## config.mk

```make
export PLATFORM = sky130hd
export DESIGN_NAME = pll_rst_seq
export DESIGN_NICKNAME = d
export VERILOG_FILES = /design/src/rtl/pll_rst_seq.sv
export SDC_FILE = /design/constraint.sdc
export NUM_CORES = 1
export LEC_CHECK = 0
export ABC_AREA = 0
export CAP_MARGIN = 20
export CORE_UTILIZATION = 40
export DETAILED_ROUTE_END_ITERATION = 12
export HOLD_SLACK_MARGIN = 0.15
export PLACE_DENSITY = 0.68
export SETUP_SLACK_MARGIN = 0.02
export SLEW_MARGIN = 20
export SYNTH_ARGS = -nofsm -noshare
export SYNTH_HDL_FRONTEND = slang
export SYNTH_SLANG_ARGS = --single-unit
```

## constraint.sdc

```tcl
create_clock -name sys_clk -period 3.3 [get_ports sys_clk]
set_input_delay 0.66 -clock sys_clk [delete_from_list [all_inputs] [get_ports sys_clk]]
set_output_delay 0.66 -clock sys_clk [all_outputs]
set_load 0.02 [all_outputs]
```

## src/rtl/pll_rst_seq.sv

```systemverilog
// Staggered per-domain reset sequencer driven by a filtered, synchronized PLL lock.
// Define PLL_RETRY_EN to add the lock-timeout PLL re-reset (pll_rst_req / retry_cnt).
module pll_rst_seq #(
    parameter int unsigned NUM_STAGES   = 4,
    parameter int unsigned LOCK_FILT    = 16,
    parameter int unsigned STAGE_GAP    = 8,
    parameter int unsigned LOCK_TIMEOUT = 65536,
    parameter int unsigned RST_PULSE    = 32
) (
    input  logic                  sys_clk,
    input  logic                  rst_n,
    input  logic                  locked,
    output logic [NUM_STAGES-1:0] stage_rst_n,
    output logic                  sys_ready,
    output logic                  lock_lost,
    output logic [7:0]            lock_loss_cnt,
    output logic                  pll_rst_req,
    output logic [3:0]            retry_cnt
);

    localparam int unsigned MAX_A = (NUM_STAGES > LOCK_FILT) ? NUM_STAGES : LOCK_FILT;
    localparam int unsigned MAX_B = (STAGE_GAP > MAX_A) ? STAGE_GAP : MAX_A;
    localparam int unsigned MAX_C = (LOCK_TIMEOUT > MAX_B) ? LOCK_TIMEOUT : MAX_B;
    localparam int unsigned MAX_P = (RST_PULSE > MAX_C) ? RST_PULSE : MAX_C;
    localparam int unsigned CNT_W = $clog2(MAX_P) + 1;

    typedef enum logic [2:0] {
        WAIT_LOCK = 3'd0,
        FILTER    = 3'd1,
        RELEASE   = 3'd2,
        RUN       = 3'd3
`ifdef PLL_RETRY_EN
        ,
        PLL_RST   = 3'd4
`endif
    } state_e;

    state_e                  state_q, state_d;
    logic                    sync1_q, locked_s_q;
    logic [CNT_W-1:0]        cnt_q, cnt_d;
    logic [NUM_STAGES-1:0]   stage_q, stage_d, stage_shift;
    logic                    ready_q, ready_d;
    logic                    lost_q, lost_d;
    logic [7:0]              loss_cnt_q, loss_cnt_d;
`ifdef PLL_RETRY_EN
    logic [CNT_W-1:0]        tmo_q, tmo_d;
    logic                    req_q, req_d;
    logic [3:0]              retry_q, retry_d;
`endif

    // Two-flop synchronizer for the asynchronous lock input
    always_ff @(posedge sys_clk or negedge rst_n) begin
        if (!rst_n) begin
            sync1_q    <= 1'b0;
            locked_s_q <= 1'b0;
        end else begin
            sync1_q    <= locked;
            locked_s_q <= sync1_q;
        end
    end

    always_ff @(posedge sys_clk or negedge rst_n) begin
        if (!rst_n) begin
            state_q    <= WAIT_LOCK;
            cnt_q      <= '0;
            stage_q    <= '0;
            ready_q    <= 1'b0;
            lost_q     <= 1'b0;
            loss_cnt_q <= '0;
`ifdef PLL_RETRY_EN
            tmo_q      <= '0;
            req_q      <= 1'b0;
            retry_q    <= '0;
`endif
        end else begin
            state_q    <= state_d;
            cnt_q      <= cnt_d;
            stage_q    <= stage_d;
            ready_q    <= ready_d;
            lost_q     <= lost_d;
            loss_cnt_q <= loss_cnt_d;
`ifdef PLL_RETRY_EN
            tmo_q      <= tmo_d;
            req_q      <= req_d;
            retry_q    <= retry_d;
`endif
        end
    end

    // Thermometer shift: the next stage can only come out after all lower ones
    assign stage_shift = NUM_STAGES'({stage_q, 1'b1});

    always_comb begin
        state_d    = state_q;
        cnt_d      = cnt_q;
        stage_d    = stage_q;
        ready_d    = ready_q;
        lost_d     = 1'b0;
        loss_cnt_d = loss_cnt_q;
`ifdef PLL_RETRY_EN
        tmo_d      = tmo_q;
        req_d      = 1'b0;
        retry_d    = retry_q;
`endif
        case (state_q)
            WAIT_LOCK: begin
                stage_d = '0;
                ready_d = 1'b0;
                if (locked_s_q) begin
                    state_d = FILTER;
                    cnt_d   = '0;
                end
            end
            FILTER: begin
                if (!locked_s_q) begin
                    state_d = WAIT_LOCK;
                end else if (cnt_q == CNT_W'(LOCK_FILT - 1)) begin
                    stage_d = NUM_STAGES'(1);
                    cnt_d   = '0;
                    state_d = stage_d[NUM_STAGES-1] ? RUN : RELEASE;
                end else begin
                    cnt_d = cnt_q + CNT_W'(1);
                end
            end
            RELEASE, RUN: begin
                if (!locked_s_q) begin
                    state_d = WAIT_LOCK;
                    stage_d = '0;
                    ready_d = 1'b0;
                    lost_d  = 1'b1;
                    if (loss_cnt_q != 8'hFF) loss_cnt_d = loss_cnt_q + 8'd1;
                end else if (state_q == RUN) begin
                    ready_d = 1'b1;
                end else if (cnt_q == CNT_W'(STAGE_GAP - 1)) begin
                    stage_d = stage_shift;
                    cnt_d   = '0;
                    if (stage_shift[NUM_STAGES-1]) state_d = RUN;
                end else begin
                    cnt_d = cnt_q + CNT_W'(1);
                end
            end
`ifdef PLL_RETRY_EN
            PLL_RST: begin
                stage_d = '0;
                ready_d = 1'b0;
                req_d   = 1'b1;
                if (cnt_q == CNT_W'(RST_PULSE - 1)) begin
                    req_d   = 1'b0;
                    state_d = WAIT_LOCK;
                    cnt_d   = '0;
                    tmo_d   = '0;
                end else begin
                    cnt_d = cnt_q + CNT_W'(1);
                end
            end
`endif
            default: state_d = WAIT_LOCK;
        endcase
`ifdef PLL_RETRY_EN
        // Lock timeout only ticks while still trying to reach RELEASE
        if (state_q == WAIT_LOCK || state_q == FILTER) begin
            if (state_d == RELEASE || state_d == RUN) begin
                tmo_d = '0;
            end else if (tmo_q == CNT_W'(LOCK_TIMEOUT - 1)) begin
                state_d = PLL_RST;
                stage_d = '0;
                cnt_d   = '0;
                tmo_d   = '0;
                req_d   = 1'b1;
                if (retry_q != 4'hF) retry_d = retry_q + 4'd1;
            end else begin
                tmo_d = tmo_q + CNT_W'(1);
            end
        end
`endif
    end

    assign stage_rst_n   = stage_q;
    assign sys_ready     = ready_q;
    assign lock_lost     = lost_q;
    assign lock_loss_cnt = loss_cnt_q;
`ifdef PLL_RETRY_EN
    assign pll_rst_req   = req_q;
    assign retry_cnt     = retry_q;
`else
    assign pll_rst_req   = 1'b0;
    assign retry_cnt     = 4'd0;
`endif

endmodule
```

==> results of run 1 <==
==> worst paths after layout <==
kind	from	endpoint	slack (ns)	depth (start not counted)
max in group asynchronous	rst_n	cnt_q[13]$_DFFE_PN0P_	1.87	2
min in group asynchronous	rst_n	stage_rst_n[0]$_DFFE_PN0P_	0.70	1
max reg2reg	cnt_q[9]$_DFFE_PN0P_	cnt_q[10]$_DFFE_PN0P_	1.30	5
min	sync1_q$_DFF_PN0_	locked_s_q$_DFF_PN0_	0.35	0
max	lock_loss_cnt[2]$_DFFE_PN0P_	lock_loss_cnt[2]	1.28	1
min reg2reg	sync1_q$_DFF_PN0_	locked_s_q$_DFF_PN0_	0.35	0
==> layout make-up <==
cell class	instances	area [sq um]
multi-input combinational	137	881
clock buffer	6	72.6
sequential	35	876
tap	52	65.1
timing repair buffer	17	168
clock inverter	2	12.5
fill	384	2260
inverter	5	18.8
==> power groups by stage <==
| stage | Clock [mW] | Combinational (mW) | Sequential, mW |
|---|---|---|---|
| 2_1_floorplan | 0 | 0.0454 | 0.451 |
| 3_3_place_gp | 0 | 0.0479 | 0.462 |
| 3_5_place_dp | 0 | 0.0481 | 0.462 |
| 4_1_cts | 0.312 | 0.0484 | 0.454 |
| 5_1_grt | 0.333 | 0.0537 | 0.456 |
| 6_report | 0.305 | 0.0474 | 0.455 |
==> registers in the layout, indices dropped and copies added (netlist names) <==
register,cells
cnt_q,17
lock_loss_cnt,8
lock_lost,1
locked_s_q,1
stage_rst_n,4
state_q,2
sync1_q,1
sys_ready,1
==> stage by stage <==
| step | std cells | power (mW) | hold WS [ns] |
|---|---|---|---|
| after global placement | 246 | 0.510 | 0.335 |
| after global routing | 254 | 0.843 | 0.359 |
| after CTS | 254 | 0.815 | 0.354 |
| final | 254 | 0.807 | 0.353 |
| after detailed placement | 246 | 0.510 | 0.337 |
| after floorplan | 188 | 0.496 | 0.331 |
==> layout by cell type (no fill, tap or decap), types with 2 or more instances in the layout <==
| cell type | netlist | final |
|---|---|---|
| dfrtp_1 | 35 | 35 |
| nand2_1 | 22 | 22 |
| nor2_1 | 19 | 19 |
| clkdlybuf4s50_1 | 0 | 16 |
| nand3_1 | 12 | 12 |
| xnor2_1 | 11 | 11 |
| nand4_1 | 9 | 9 |
| and3_1 | 7 | 7 |
| xor2_1 | 6 | 6 |
| inv_1 | 5 | 5 |
| conb_1 | 1 | 5 |
| clkbuf_8 | 0 | 5 |
| mux2_2 | 4 | 4 |
| nor3_1 | 4 | 4 |
| o21ai_0 | 4 | 4 |
| nor4_2 | 3 | 3 |
| a21oi_1 | 3 | 3 |
| nor2b_1 | 2 | 2 |
| and4_1 | 2 | 2 |
| o311ai_1 | 2 | 2 |
| and2_1 | 2 | 2 |
| ha_1 | 2 | 2 |
==> kinds of logic (layout without fill, tap and decap cells) <==
family | count (synthesis) | count (layout) | synth area share, %
flip-flops | 35 | 35 | 48.0
adder cells (fa/ha/maj) | 2 | 2 | 1.37
buffers and inverters | 16 | 30 | 4.53
AND/OR/NAND/NOR | 89 | 89 | 26.1
AO/OA/AOI/OAI | 20 | 20 | 9.12
XOR/XNOR | 17 | 17 | 8.16
multiplexers | 4 | 4 | 2.47
other | 1 | 5 | 0.206
==> per-layer routing <==
layer	global-route usage, %	wire length (um)	vias up	part of all wire, %
met2	22.9	1510	41	44
met5	0	0	-	0
li1	-	-	673	-
met4	6.80	60	0	1.7
met1	22.7	1710	652	50
met3	4.80	157	5	4.6
==> qor.yml, run 1 <==
status: "complete, no violations"
grt_overflow: 0
routedWlPerCell_um: 13.5
worstMarginPinSlew_ns: 0.531
cpLargestDelayFamily: "buffers and inverters"
ys_seq_area_share_pct: 48.0
hpwl_um: 2450
critPathLaunchType: "flop"
synth.top_cell.area_share_pct: 48.0
io_buffers: 16
die_h_um: 69.5
place_area_sq_mm: 0.00201
grt_pass1_wl_um: 6080
power_density_mw_per_mm2: 386
grt_pass1_vias: 1272
switching_power_mw: 0.206
maxCapViolCount: 0
start_util_pct: 41.9
ant_nets: 0
rows: 24
worstPathRequired_ns: 2.64
drc: 0
grt_max_degree: 26
ys_ff_latch: 35
p_leak_nw: 0.909
period_needed_ns: 2.02
peakVddDrop_v: 0.000167
clockRootBuffer: "clkbuf_8"
firstDrtPassIters: 4
synth_most_common_cell: "dfrtp_1"
finalNetCount: 206
synth_common_cells: "dfrtp_1 (35), nand2_1 (22), nor2_1 (19), nand3_1 (12), xnor2_1 (11)"
combPwrFrac_pct: 5.9
drtIter0Drc: 89
synth_area_sq_mm: 0.00182
gr-usage-all-layers_pct: 16.1
tns_ns: 0
syn_inst: 184
layout-drive-gt1-share_pct: 9.90
path_buf_inv: 1
clock_skew_ns: 0.0104
crit_path_cell_trace: "clkdlybuf4s50_1"
clkPwrFrac_pct: 37.8
n_antenna_cell: 0
boundaryPins: 22
insertion_delay_ns: 0.30
gp_congestion: 0.832
yosys-top-cells-area: "dfrtp_1 (48%), xnor2_1 (5.3%), nand2_1 (4.5%), nor2_1 (3.9%), nand3_1 (3.3%)"
setup_viol_count_final: 0
crit_fanout: 5
avgSynthCellArea_sq_um: 9.91
p_int_mw: 0.601
cp.arrival_ns: 1.36
yosysTopAreaCell: "dfrtp_1"
slew_headroom_pct: 64.5
critical_path.max_stage_delay_ns: 0.63
period_share_pct: 61.2
synth_edf_count: 0
clk_pin_slew_ns: 0.07
htreeDepth: 2
cts_buffers: 5
crit_path_top_delay_cell: "clkdlybuf4s50_1"
synthFlopType: "dfrtp_1"
die_w_um: 69.5
ys_types: 42
rsz0062_at_grt: "no"
post_cts_buffers: 0
cts.sinks: 35
ys_warn_count: 0
cts.path.max_buffers: 2
worst_setup_path_end_kind: "primary output"
finalWorstSetupSlack_ns: 1.28
crit_type: "flop to primary output"
p_sw_share_pct: 25.5
antenna_found_initial: 0
areaGrowthSynthToFinish_pct: 14.7
wl_um: 3440
viasPerCell: 5.40
slew_viol_final: 0
synth-async-reset-ratio_pct: 100
seqPwrFrac_pct: 56.3
tritoncts: "done"
coreArea_sq_mm: 0.00435
fmax_ghz: 0.495
hp-class: "flop to flop"
ctsResizeCount: 0
hold_buffers: 0
hold_violations: 0
die_area_sq_mm: 0.00483
vias: 1371
design_area_sq_mm: 0.00209
dp_slack_ns: 1.33
post-route-util_pct: 48.1
Note: power is estimated with default switching activity, not from simulation.
==> inputs of run 2 (changes only) <==
clock period = 2 ns   (was 3.3 ns; I/O delays follow)
==> run 2 against run 1 <==
  * Worst hold slack improved by 0.0082 ns
  * Critical path depth increased by 5
  * Critical endpoint is now cnt_q[15]$_DFFE_PN0P_
  * Setup slack got worse by 1.2 ns
  * Total power increased by 74%
  * Clock power increased by 84%
==> qor.yml, run 2 (same netlist as run 1, synthesis figures left out) <==
p_leak_nw: 0.972
gr-usage-all-layers_pct: 16.2
die_area_sq_mm: 0.00483
grt_max_degree: 36
status: "complete, no violations"
dp_slack_ns: 0.0520
largest_register_ffs: 17
grt.busiest_layer: "met2"
cp.arrival_ns: 2.12
final_common_cell: "dfrtp_1"
slew_viol_final: 0
tns_ns: 0
use_met3_pct: 4.80
period_needed_ns: 1.89
boundaryPins: 22
antenna_found_initial: 0
coreArea_sq_mm: 0.00435
clockRootBuffer: "clkbuf_8"
n_antenna_cell: 0
finalPower_mw: 1.40
rows: 24
hp-class: "flop to flop"
worst_setup_path_end_kind: "flop"
grt_pass1_wl_um: 6100
period_share_pct: 94.5
start_util_pct: 41.9
hpwl_um: 2540
rsz0062_at_grt: "yes"
final_cell_mix: "dfrtp_1 (35), nand2_1 (22), nor2_1 (19), clkdlybuf4s50_1 (16), nand3_1 (12)"
layout.cells.non_filler: 262
post-route-util_pct: 50.6
fmax_ghz: 0.529
finalNetCount: 214
worstPathRequired_ns: 2.23
drtIter0Drc: 84
insertion_delay_ns: 0.29
vias: 1395
crit_fanout: 8
dp.cells: 253
tritoncts: "done"
critPathLaunchType: "flop"
finalWorstSetupSlack_ns: 0.110
top_register: "cnt_q"
grt_pass1_vias: 1312
cts.path.max_buffers: 2
power_density_mw_per_mm2: 636
grt_overflow: 0
layout-drive-gt1-share_pct: 14.8
htreeDepth: 2
ant_nets: 0
gp_congestion: 0.924
hold_violations: 0
crit_type: "flop to flop"
timing.hold.ws_ns: 0.361
maxCapViolCount: 0
grt_use_met2_pct: 23.8
die_w_um: 69.5
routedWlPerCell_um: 13.8
peakVddDrop_v: 0.000356
clock_skew_ns: 0.00536
viasPerCell: 5.32
design_area_sq_mm: 0.00220
areaGrowthSynthToFinish_pct: 20.9
wl_um: 3610
setup_viol_count_final: 0
cts_buffers: 5
drc: 0
io_buffers: 16
clk_pin_slew_ns: 0.07
cts.sinks: 35
place_area_sq_mm: 0.00206
firstDrtPassIters: 4
die_h_um: 69.5
met1_usage_pct: 20.9
-- run 2: cell types whose count changed in the layout (fill, tap and decap cells not counted), moves of 2 or more --
| cell | before | now |
|---|---|---|
| nor4_2 | 3 | 1 |
| buf_4 | 1 | 9 |
| nor4_4 | 0 | 2 |
| clkbuf_8 | 5 | 7 |
-- run 2: path summary, 6_finish.rpt --
| check | slack (ns) | start | depth (start not counted) | endpoint |
|---|---|---|---|---|
| worst max-delay path | 0.11 | cnt_q[0]$_DFFE_PN0P_ | 6 | cnt_q[15]$_DFFE_PN0P_ |
| worst min-delay path | 0.36 | sync1_q$_DFF_PN0_ | 0 | locked_s_q$_DFF_PN0_ |
| worst max register to register | 0.11 | cnt_q[0]$_DFFE_PN0P_ | 6 | cnt_q[15]$_DFFE_PN0P_ |
| worst min register to register | 0.36 | sync1_q$_DFF_PN0_ | 0 | locked_s_q$_DFF_PN0_ |
| max in group asynchronous | 1.17 | rst_n | 2 | lock_loss_cnt[0]$_DFFE_PN0P_ |
| min in group asynchronous | 0.52 | rst_n | 2 | cnt_q[13]$_DFFE_PN0P_ |
-- run 2: cell type report --
type / instances / area (sq um)
Timing Repair Buffer: 25 / 228
Sequential cell: 35 / 876
Multi-Input combinational cell: 137 / 913
Fill cell: 382 / 2150
Clock inverter: 1 / 7.51
Inverter: 5 / 18.8
Clock buffer: 7 / 96.3
Tap cell: 52 / 65.1
-- run 2: critical path, stage by stage, from the launching register on --
cell,delay (ns)
dfrtp_1,0.42
ha_2,0.23
and4b_1,0.21
and4_4,0.20
o2bb2ai_4,0.23
or4b_1,0.45
nand3_1,0.09
-- run 2: layer usage --
| layer | up-vias | wire (um) |
|---|---|---|
| met1 | 669 | 1690 |
| met3 | 8 | 117 |
| li1 | 690 | - |
| met4 | 0 | 103 |
| met2 | 28 | 1700 |
| met5 | - | 0 |
-- run 2: report_power, final --
part / internal [mW] / leakage, nW / switching, mW
logic: 0.0335 / 0.441 / 0.0561
clock network: 0.313 / 0.0505 / 0.249
registers: 0.723 / 0.480 / 0.0264
-- run 2: what timing repair did --
action / CTS / global route
hold buffers: 0 / 0
gates resized for setup: 0 / 5
buffers inserted: 0 / 1
setup endpoints to repair: 0 / 17
==> inputs of run 3 (changes only) <==
REMOVE_ABC_BUFFERS = 1   (was not set)
==> run 3 against run 2 <==
  * Cell area is 0.91% lower
  * Via count is 0.50% lower
  * Non-clock buffer count is 2 higher
  * Total power is 1.2% lower
  * Sequential power hardly changed
  * Register-to-register slack better by 0.02 ns
  * Die area stayed put
  * Sequential cell count stayed put
  * Setup slack better by 0.020 ns
  * Count of clock-buffer cells in the layout is 1 lower
==> qor.yml, run 3 (same netlist as run 1, synthesis figures left out) <==
status: "complete, no violations"
io_buffers: 16
dp_slack_ns: 0.0955
die_area_sq_mm: 0.00483
fmax_ghz: 0.535
viasPerCell: 5.26
r2r-end: "cnt_q[15]$_DFFE_PN0P_"
largest_register_ffs: 17
finalPower_mw: 1.38
tritoncts: "done"
die_w_um: 69.5
cp.arrival_ns: 2.10
htreeDepth: 2
dp.cells: 254
drtIter0Drc: 91
areaGrowthSynthToFinish_pct: 19.8
grt_pass1_wl_um: 5810
min-delay-start: "sync1_q$_DFF_PN0_"
clockRootBuffer: "clkbuf_8"
cp-startpoint: "cnt_q[0]$_DFFE_PN0P_"
r2r-start: "cnt_q[0]$_DFFE_PN0P_"
start_util_pct: 41.9
ant_nets: 0
critical_path.max_stage_delay_ns: 0.46
worst_setup_path_end_kind: "flop"
clk_pin_slew_ns: 0.08
rrSetupSlack_ns: 0.13
finalWorstSetupSlack_ns: 0.129
firstDrtPassIters: 4
top_register: "cnt_q"
insertion_delay_ns: 0.29
finalNetCount: 216
setup_viol_count_final: 0
slew_viol_final: 0
coreArea_sq_mm: 0.00435
antenna_found_initial: 0
gp_congestion: 0.804
layout.cells.non_filler: 264
maxCapViolCount: 0
hold_buffers: 0
die_h_um: 69.5
peakVddDrop_v: 0.000338
hpwl_um: 2420
rsz0062_at_grt: "no"
tns_ns: 0
period_needed_ns: 1.87
num-fill-cells: 402
n_antenna_cell: 0
rows: 24
cts_buffers: 5
endpoint: "cnt_q[15]$_DFFE_PN0P_"
drc: 0
vias: 1388
hp-class: "flop to flop"
routedWlPerCell_um: 12.8
crit_fanout: 7
p_leak_nw: 0.964
period_share_pct: 93.5
final_cell_mix: "dfrtp_1 (35), nand2_1 (22), nor2_1 (19), clkdlybuf4s50_1 (16), nand3_1 (12)"
critPathLaunchType: "flop"
cts.sinks: 35
worstPathRequired_ns: 2.22
layout-drive-gt1-share_pct: 15.1
cts.path.max_buffers: 2
final_common_cell: "dfrtp_1"
clock_skew_ns: 0.00699
grt_max_degree: 36
power_density_mw_per_mm2: 634
crit_type: "flop to flop"
ff2ff_path_depth: 6
crit_path_top_delay_cell: "or4b_1"
gr-usage-all-layers_pct: 15.3
crit_path_cell_trace: "ha_2 -> and4b_1 -> and4_4 -> o2bb2ai_4 -> or4b_1 -> nand3_1"
hold_violations: 0
grt_overflow: 0
wl_um: 3380
grt_pass1_vias: 1250
post-route-util_pct: 50.2
boundaryPins: 22
==> run 3: changes by cell type in the layout (fill, tap and decap cells not counted) <==
cell      change
buf_4         +2
nor3_1        +1
clkinv_4      +1
a211oi_2      +1
a211oi_4      -1
nor4_2        +2
nor3_2        -1
nor4_4        -2
clkbuf_8      -1
==> run 3: worst max-delay path: cells and delay by family (launching register included) <==
family	cells	cell delay, ns
compound gates	1	0.22
fa+ha+maj	1	0.22
simple gates	4	0.95
flops	1	0.42
==> run 3: how the worst min path moves through the flow <==
| stage | slack (ns) | depth (start not counted) | endpoint |
|---|---|---|---|
| after floorplan | 0.10 | 0 | cnt_q[0]$_DFFE_PN0P_ |
| after global placement | 0.34 | 0 | locked_s_q$_DFF_PN0_ |
| after detailed placement | 0.34 | 0 | locked_s_q$_DFF_PN0_ |
| after CTS | 0.36 | 0 | locked_s_q$_DFF_PN0_ |
| after global routing | 0.38 | 0 | locked_s_q$_DFF_PN0_ |
| final | 0.35 | 0 | locked_s_q$_DFF_PN0_ |
==> run 3: final cells by class <==
| cell class | count | area (sq um) | share of cell area (%) |
|---|---|---|---|
| Sequential cell | 35 | 876 | 40.1 |
| Timing Repair Buffer | 27 | 243 | 11.1 |
| Clock inverter | 2 | 16.3 | 0.745 |
| Tap cell | 52 | 65.1 | 2.98 |
| Multi-Input combinational cell | 137 | 883 | 40.4 |
| Clock buffer | 6 | 82.6 | 3.78 |
| Inverter | 5 | 18.8 | 0.859 |
==> run 3: through the flow <==
step / hold slack, ns / area (sq um)
2_1_floorplan: 0.104 / 1780
3_5_place_dp: 0.344 / 2070
6_report: 0.353 / 2180
3_3_place_gp: 0.335 / 2070
5_1_grt: 0.383 / 2180
4_1_cts: 0.361 / 2170
==> run 3: routing by layer <==
layer  wire length, um  vias to the layer above  global-route usage [%]
met5                 0                        -                       0
met3                82                        7                    3.92
met1              1640                      672                    19.8
li1                  -                      693                       -
met2              1580                       16                    23.6
met4                72                        0                    7.48
==> run 3: timing repair <==
item | CTS | global route
buffers inserted | 0 | 2
endpoints found under the hold margin | 0 | 0
endpoints found under the setup margin | 0 | 7
resized for setup | 0 | 1
==> run 3: report_power, final <==
group          total [mW]  switching, mW  internal (mW)
sequential          0.749         0.0259          0.723
clock               0.549          0.268          0.281
combinational      0.0866         0.0533         0.0333
